## config.mk

```make
export PLATFORM = sky130hd
export DESIGN_NAME = uart_tx_frame
export DESIGN_NICKNAME = d
export VERILOG_FILES = /design/src/rtl/uart_pkg.sv /design/src/rtl/uart_baud_cnt.sv /design/src/rtl/uart_tx_frame.sv
export SDC_FILE = /design/constraint.sdc
export NUM_CORES = 1
export LEC_CHECK = 0
export ABC_CLOCK_PERIOD_IN_PS = 2150
export CAP_MARGIN = 20
export CORE_MARGIN = 4
export CORE_UTILIZATION = 25
export DETAILED_ROUTE_END_ITERATION = 8
export PLACE_DENSITY_LB_ADDON = 0.08
export SYNTH_ARGS = -nofsm -noshare
export SYNTH_HDL_FRONTEND = slang
export SYNTH_SLANG_ARGS = --single-unit
```

## constraint.sdc

```tcl
create_clock -name clk -period 2.15 [get_ports clk]
set_input_delay 0.215 -clock clk [delete_from_list [all_inputs] [get_ports clk]]
set_output_delay 0.215 -clock clk [all_outputs]
set_load 0.05 [all_outputs]
```

## src/rtl/uart_pkg.sv

```systemverilog
// Shared UART definitions: FSM state encoding, frame geometry and default bit timing.
// Used by the transmitter today and intended for the receiver as well.
package uart_pkg;

    localparam int DATA_BITS         = 8;
    localparam int FRAME_BITS        = DATA_BITS + 2;
    localparam int CLKS_PER_BIT_DFLT = 5208;   // 50 MHz / 9600 baud

    typedef enum logic [1:0] {
        S_IDLE  = 2'd0,
        S_START = 2'd1,
        S_DATA  = 2'd2,
        S_STOP  = 2'd3
    } uart_state_t;

    // Cycles from byte acceptance until the line is back in IDLE.
    function automatic int frame_cycles(input int clks_per_bit);
        return FRAME_BITS * clks_per_bit;
    endfunction

endpackage

```

## src/rtl/uart_baud_cnt.sv

```systemverilog
// Free-running bit-period divider: counts 0..CLKS_PER_BIT-1 while enabled,
// pulses tick on the last count of each bit period and is held at 0 when disabled.
module uart_baud_cnt
    import uart_pkg::*;
#(
    parameter int CLKS_PER_BIT = CLKS_PER_BIT_DFLT,
    parameter int CNT_W        = 16
) (
    input  logic clk,
    input  logic rst_m,
    input  logic en,
    output logic tick
);

    localparam logic [CNT_W-1:0] LP_TC = CNT_W'(CLKS_PER_BIT - 1);

    logic [CNT_W-1:0] r_cnt;
    logic             w_at_tc;

    assign w_at_tc = (r_cnt == LP_TC);
    assign tick    = en && w_at_tc;

    always_ff @(posedge clk) begin
        if (rst_m || !en) begin
            r_cnt <= '0;
        end else if (w_at_tc) begin
            r_cnt <= '0;
        end else begin
            r_cnt <= r_cnt + CNT_W'(1);
        end
    end

endmodule

```

## src/rtl/uart_tx_frame.sv

```systemverilog
// 8N1 UART transmitter: accepts a byte on valid/ready and shifts it out LSB first
// between a start and a stop bit, each bit lasting CLKS_PER_BIT clocks.
//
//   state   | meaning
//   --------+----------------------------------------------------
//   S_IDLE  | line high, ready for a byte (tx_done pulses on entry)
//   S_START | start bit, line low
//   S_DATA  | data bits, line = shift[0], LSB first
//   S_STOP  | stop bit, line high
module uart_tx_frame
    import uart_pkg::*;
#(
    parameter int CLKS_PER_BIT = CLKS_PER_BIT_DFLT,
    parameter int CNT_W        = 16
) (
    input  logic       clk,
    input  logic       rst_m,
    input  logic [7:0] tx_data,
    input  logic       tx_valid,
    output logic       tx_ready,
    output logic       txd,
    output logic       tx_busy,
    output logic       tx_done
);

    localparam logic [2:0] LP_LAST_IDX = 3'(DATA_BITS - 1);

    uart_state_t r_state;
    logic [7:0]  r_shift;
    logic [2:0]  r_idx;
    logic        r_txd;
    logic        r_done;

    uart_state_t w_state_nxt;
    logic [7:0]  w_shift_nxt;
    logic [2:0]  w_idx_nxt;
    logic        w_txd_nxt;
    logic        w_done_nxt;
    logic        w_accept;
    logic        w_tick;
    logic        w_baud_en;

    assign w_baud_en = (r_state != S_IDLE);

    uart_baud_cnt #(
        .CLKS_PER_BIT (CLKS_PER_BIT),
        .CNT_W        (CNT_W)
    ) u_baud_cnt (
        .clk   (clk),
        .rst_m (rst_m),
        .en    (w_baud_en),
        .tick  (w_tick)
    );

    assign tx_ready = (r_state == S_IDLE);
    assign tx_busy  = (r_state != S_IDLE);
    assign txd      = r_txd;
    assign tx_done  = r_done;
    assign w_accept = tx_valid && tx_ready;

    always_comb begin
        w_state_nxt = r_state;
        w_shift_nxt = r_shift;
        w_idx_nxt   = r_idx;
        w_done_nxt  = 1'b0;

        case (r_state)
            S_IDLE: begin
                if (w_accept) begin
                    w_state_nxt = S_START;
                    w_shift_nxt = tx_data;
                end
            end
            S_START: begin
                if (w_tick) begin
                    w_state_nxt = S_DATA;
                    w_idx_nxt   = '0;
                end
            end
            S_DATA: begin
                if (w_tick) begin
                    w_shift_nxt = {1'b0, r_shift[7:1]};
                    // The last bit leaves the index at 7 rather than wrapping.
                    if (r_idx == LP_LAST_IDX) begin
                        w_state_nxt = S_STOP;
                    end else begin
                        w_idx_nxt = r_idx + 3'd1;
                    end
                end
            end
            S_STOP: begin
                if (w_tick) begin
                    w_state_nxt = S_IDLE;
                    w_done_nxt  = 1'b1;
                end
            end
            default: begin
                w_state_nxt = S_IDLE;
            end
        endcase
    end

    // Line level is registered from the next state so the pin never glitches.
    always_comb begin
        w_txd_nxt = 1'b1;
        case (w_state_nxt)
            S_START: w_txd_nxt = 1'b0;
            S_DATA:  w_txd_nxt = w_shift_nxt[0];
            default: w_txd_nxt = 1'b1;
        endcase
    end

    always_ff @(posedge clk) begin
        if (rst_m) begin
            r_state <= S_IDLE;
            r_shift <= '0;
            r_idx   <= '0;
            r_txd   <= 1'b1;
            r_done  <= 1'b0;
        end else begin
            r_state <= w_state_nxt;
            r_shift <= w_shift_nxt;
            r_idx   <= w_idx_nxt;
            r_txd   <= w_txd_nxt;
            r_done  <= w_done_nxt;
        end
    end

endmodule
```

### After elaboration in Yosys (flattened, before gate mapping)

Index checks and enable logic that the tools add are counted.

| operators by class | value |
|---|---|
| add/subtract/negate cells | 2 |
| bitwise gates (word level) | 1 |
| eq/ne operators | 11 |
| muxes and demuxes | 15 |
| reduce and logical (&&, ||, !) cells | 12 |

Operators with widths:

| operator | number |
|---|---|
| $add 16x1->16 const B | 1 |
| $eq 16x13->1 const B | 1 |
| $mux 8 | 2 |
| $pmux 8 s2 | 1 |
| $mux 2 | 5 |
| $mux 3 | 3 |
| $pmux 2 s4 | 1 |
| $eq 2x2->1 const B | 3 |
| $ne 2x1->1 const B | 3 |
| $pmux 3 s2 | 1 |
| $reduce_bool 2->1 | 3 |
| $eq 2x1->1 const B | 2 |
| $reduce_and 4->1 | 1 |
| $reduce_or 2->1 | 2 |
| $add 3x1->3 const B | 1 |
| $eq 3x3->1 const B | 1 |
| $reduce_and 3->1 | 1 |
| $logic_and 1x1->1 | 2 |
| $logic_not 2->1 | 1 |
| $ne 2x2->1 const B | 1 |
| $pmux 1 s2 | 1 |
| $logic_not 1->1 | 1 |
| $logic_or 1x1->1 | 1 |
| $mux 1 | 1 |
| $not 1->1 | 1 |

| storage, ports and cells | value |
|---|---|
| bits of input ports | 11 |
| register bits after elaboration | 31 |

### Logic depth before layout (Yosys ltp)

| logic depth | value |
|---|---|
| depth in word-level cells | 6 |
| depth in mapped cells | 7 |

### Modules after synthesis

Synthesis repeated with hierarchy kept, for this count alone.

| unflattened totals | value |
|---|---|
| cell total of the unflattened synthesis | 167 |
| area, all modules | 1576.5 µm² |

By module, submodules not included:

| module | cells each | sequential area each (µm²) | instances | area an instance (µm²) |
|---|---|---|---|---|
| uart_baud_cnt | 83 | 320.3 | 1 | 794.5 |
| uart_tx_frame | 84 | 300.3 | 1 | 782.0 |

### Least setup slack after synthesis

OpenSTA, ideal clock, no wires.

| timing | value |
|---|---|
| kind | reg-to-reg |
| start | register u_baud_cnt.r_cnt[5] |
| end | register r_txd, in the netlist txd |
| setup time | 0.116 ns |
| stages on the path, launching flop included | 7 |
| setup slack | 0.058 ns |
| data arrival time | 1.976 ns |
| data required time | 2.034 ns |
| path buffers | 1 |
| path through | dfxtp_1 -> or4b_4 -> or4_4 -> buf_6 -> a211o_1 -> a21oi_2 -> a2bb2oi_2 |

| on the way | value |
|---|---|
| cells in the longest elaborated chain, start to end | 6 |
| elaborated cells on any way between the ends | 11 |
| those cells by class | 3 x eq/ne; 7 x mux; 1 x reduce/logical |

Ends and longest elaborated chain:

| what | RTL line | source |
|---|---|---|
| start: declaration | uart_baud_cnt.sv:17 | `logic [CNT_W-1:0] r_cnt;` |
| start signal: assignment | uart_baud_cnt.sv:29 | `r_cnt <= r_cnt + CNT_W'(1);` |
| $eq 16x13->1 (*) | uart_baud_cnt.sv:20 | `assign w_at_tc = (r_cnt == LP_TC);` |
| $logic_and 1x1->1 (*) | uart_baud_cnt.sv:21 | `assign tick = en && w_at_tc;` |
| $mux 2 (on tied branches) | uart_tx_frame.sv:92, uart_tx_frame.sv:75, uart_tx_frame.sv:81 |  |
| $pmux 2 s4 | uart_tx_frame.sv:67 | `case (r_state)` |
| $eq 2x2->1 / $eq 2x1->1 (equally long branches) | uart_tx_frame.sv:106 | `case (w_state_nxt)` |
| $pmux 1 s2 (*) | uart_tx_frame.sv:106 |  |
| end signal: assignment | uart_tx_frame.sv:124 | `r_txd <= w_txd_nxt;` |
| end: declaration | uart_tx_frame.sv:31 | `logic r_txd;` |

Every way passes the cells marked *; elsewhere a longest branch is shown, timed or not. The select of a mux whose other input is x is not followed.
A chain may end at the register's enable or synchronous reset.

### Final worst setup path

| timing | value |
|---|---|
| start | register u_baud_cnt.r_cnt[11] |
| end | register r_txd, in the netlist txd |

The elaborated chain is that of the path after synthesis.

==> results.yml <==
floorplan:
  die-height_um: 84.1
  top_level_ports: 15
  die_area_um2: 7080
  die_w_um: 84.1
  rows: 27
  core_area_um2: 5570
  initial_utilization: 0.260
worst_setup_path:
  critPathArrivalTime_ns: 2.23
  crit_required_ns: 2.33
  critPathKind: "flip-flop to flip-flop"
  startpoint_type: "flip-flop"
  endpoint_kind: "flip-flop"
  path_max_fanout: 9
drt:
  vias: 1186
  antenna_left: 0
  viasPerCell: 4.54
  dr.pass1.iters: 5
  routed_wl_um: 3230
  drc: 0
  drt_iter0_markers: 33
  wl_per_cell_um: 12.4
finish:
  antennaDiodeCount: 0
  area_growth_pct: 25.9
  postLayoutCellArea_um2: 1820
  final_core_utilization: 0.327
  final_cell_mix: "31 x dfxtp_1, 23 x nor2_1, 18 x nand2_1, 14 x clkdlybuf4s50_1, 12 x xor2_1"
  layout_commonest_cell: "dfxtp_1"
  instances_no_fill: 261
  fin_nets: 202
  drive_gt1_frac: 0.148
cts:
  cts.repair.resized: 0
  cts_root_buf: "clkbuf_8"
  clk_pin_slew_worst_paths_ns: 0.07
  clkLatencyLatePin_ns: 0.28
  cts_max_level: 2
  cts_tree: "built"
  clock-sinks: 31
  clock_path_buffers: 2
  cts_made_buffers: 5
synthesis:
  syn_nets: 176
  synth_edf_count: 0
  syn_inst: 162
  synth_area_um2: 1450
  synthTopCellsByArea: "dfxtp_1 43%, xor2_1 7.3%, nor2_1 6.0%, nand2_1 4.7%, a21oi_1 3.5%"
  yosys.area.top_type_share: 0.428
  async_reset_ff_frac: 0
  synth_ff_type: "dfxtp_1"
  avgSynthCellArea_um2: 8.94
  yosysSeqAreaShare: 0.428
  yosys_warnings: 0
  synth-seq-cells: 31
  synth.distinct_cells: 42
  synth_top_cell_by_area: "dfxtp_1"
power:
  peakVddDrop_mv: 0.189
  power_density_nw_per_um2: 624
  leakage_nw: 0.652
outcome:
  run_status: "finished, final reports clean"
timing:
  slew_viol_final: 0
  relSlewSlack: 0.655
  hold_ws_ns: 0.459
  timing.final.crit_share: 0.954
  setup-tns-final_ns: 0
  rsz0062_at_grt: "false"
  hold_viol: 0
  skew_ns: 0.00646
  period_minus_slack_ns: 2.05
  tightest_slew_ns: 0.516
  setup_viol: 0
  max_freq_mhz: 487
global_routing:
  grt_overflow: 0
  grt_pass1_wl_um: 5620
  antenna_found_initial: 0
  groute.usage.overall: 0.0991
  grt_pass1_vias: 1200
  grt_max_degree: 17
run:
  drv_cap: 0
placement:
  port_buffers: 14
  place_congestion: 0.743
  place_inst: 253
  dp_hpwl_um: 2420
  post_dp_cell_area_um2: 1740
min_path:
  hp-class: "flip-flop to flip-flop"
worst max-delay path, cell delays in order (launching register included):
cell and delay (ns):
dfxtp_1 0.33, or4b_1 0.53, or4_4 0.59, a211o_1 0.28
a21oi_2 0.15, a2bb2oi_2 0.06
final timing paths:
path                        endpoint  slack (ns)  cells after the start                             from
max reg2reg           txd$_SDFF_PP1_         0.1                      5  u_baud_cnt.r_cnt[11]$_SDFF_PP0_
max                   txd$_SDFF_PP1_         0.1                      5  u_baud_cnt.r_cnt[11]$_SDFF_PP0_
min          r_shift[3]$_SDFFE_PP0P_        0.46                      2          r_shift[3]$_SDFFE_PP0P_
min reg2reg  r_shift[3]$_SDFFE_PP0P_        0.46                      2          r_shift[3]$_SDFFE_PP0P_
cells by family after synthesis:
family | share of synthesized area
flip-flops | 0.428
adder cells (fa/ha/maj) | 0.0259
multiplexers | 0.0302
buffers and inverters | 0.0319
XOR/XNOR | 0.0907
AO/OA/AOI/OAI | 0.110
AND/OR/NAND/NOR | 0.283
repair_timing:
action / 4_1_cts / 5_1_grt
setup endpoints to repair: 0 / 3
setup buffers: 0 / 0
hold buffers: 0 / 0
metrics by stage:
| stage | setup WS, ns | total power, mW |
|---|---|---|
| 2_1_floorplan | 0.0578 | 0.668 |
| 3_3_place_gp | 0.0878 | 0.715 |
| 3_5_place_dp | 0.0581 | 0.716 |
| 4_1_cts | 0.0510 | 1.17 |
| 5_1_grt | 0.00290 | 1.19 |
| 6_report | 0.0985 | 1.14 |
state kept, by name, summed over array words and instances (netlist names):
register	cells
tx_done	1
r_idx	3
r_state	2
txd	1
u_baud_cnt.r_cnt	16
r_shift	8
synth_stat cells (2+ instances only):
cell type	count
nand4_1	4
mux2i_1	3
xnor2_1	3
or3b_2	2
nand3_1	7
dfxtp_1	31
inv_1	4
nor2_1	23
nor3b_1	2
a22oi_1	6
clkbuf_1	3
nand2_1	18
ha_1	3
xor2_1	12
a21oi_1	10
and3_1	3
nand2b_1	3
final cells by class:
class                   instances  area (µm²)
fillers                       605        3750
repair buffers                 25         235
flip-flops and latches         31         621
inverters                       4        15.0
well taps                      72        90.1
clock buffers                   7        76.3
clock inverters                 1        5.00
multi-input cells             121         782
routing by layer:
metal	GRT usage	wire length, µm
met1	0.117	1490
met3	0.0353	125
met5	0	0
met2	0.164	1570
met4	0.0395	51
where the power goes:
group	switching [mW]	internal, mW	total, mW	leakage (nW)
Sequential	0.00697	0.588	0.594	0.252
Clock	0.211	0.227	0.437	0.0422
Combinational	0.0542	0.0531	0.107	0.358
Power figures use the tool's default switching activity.
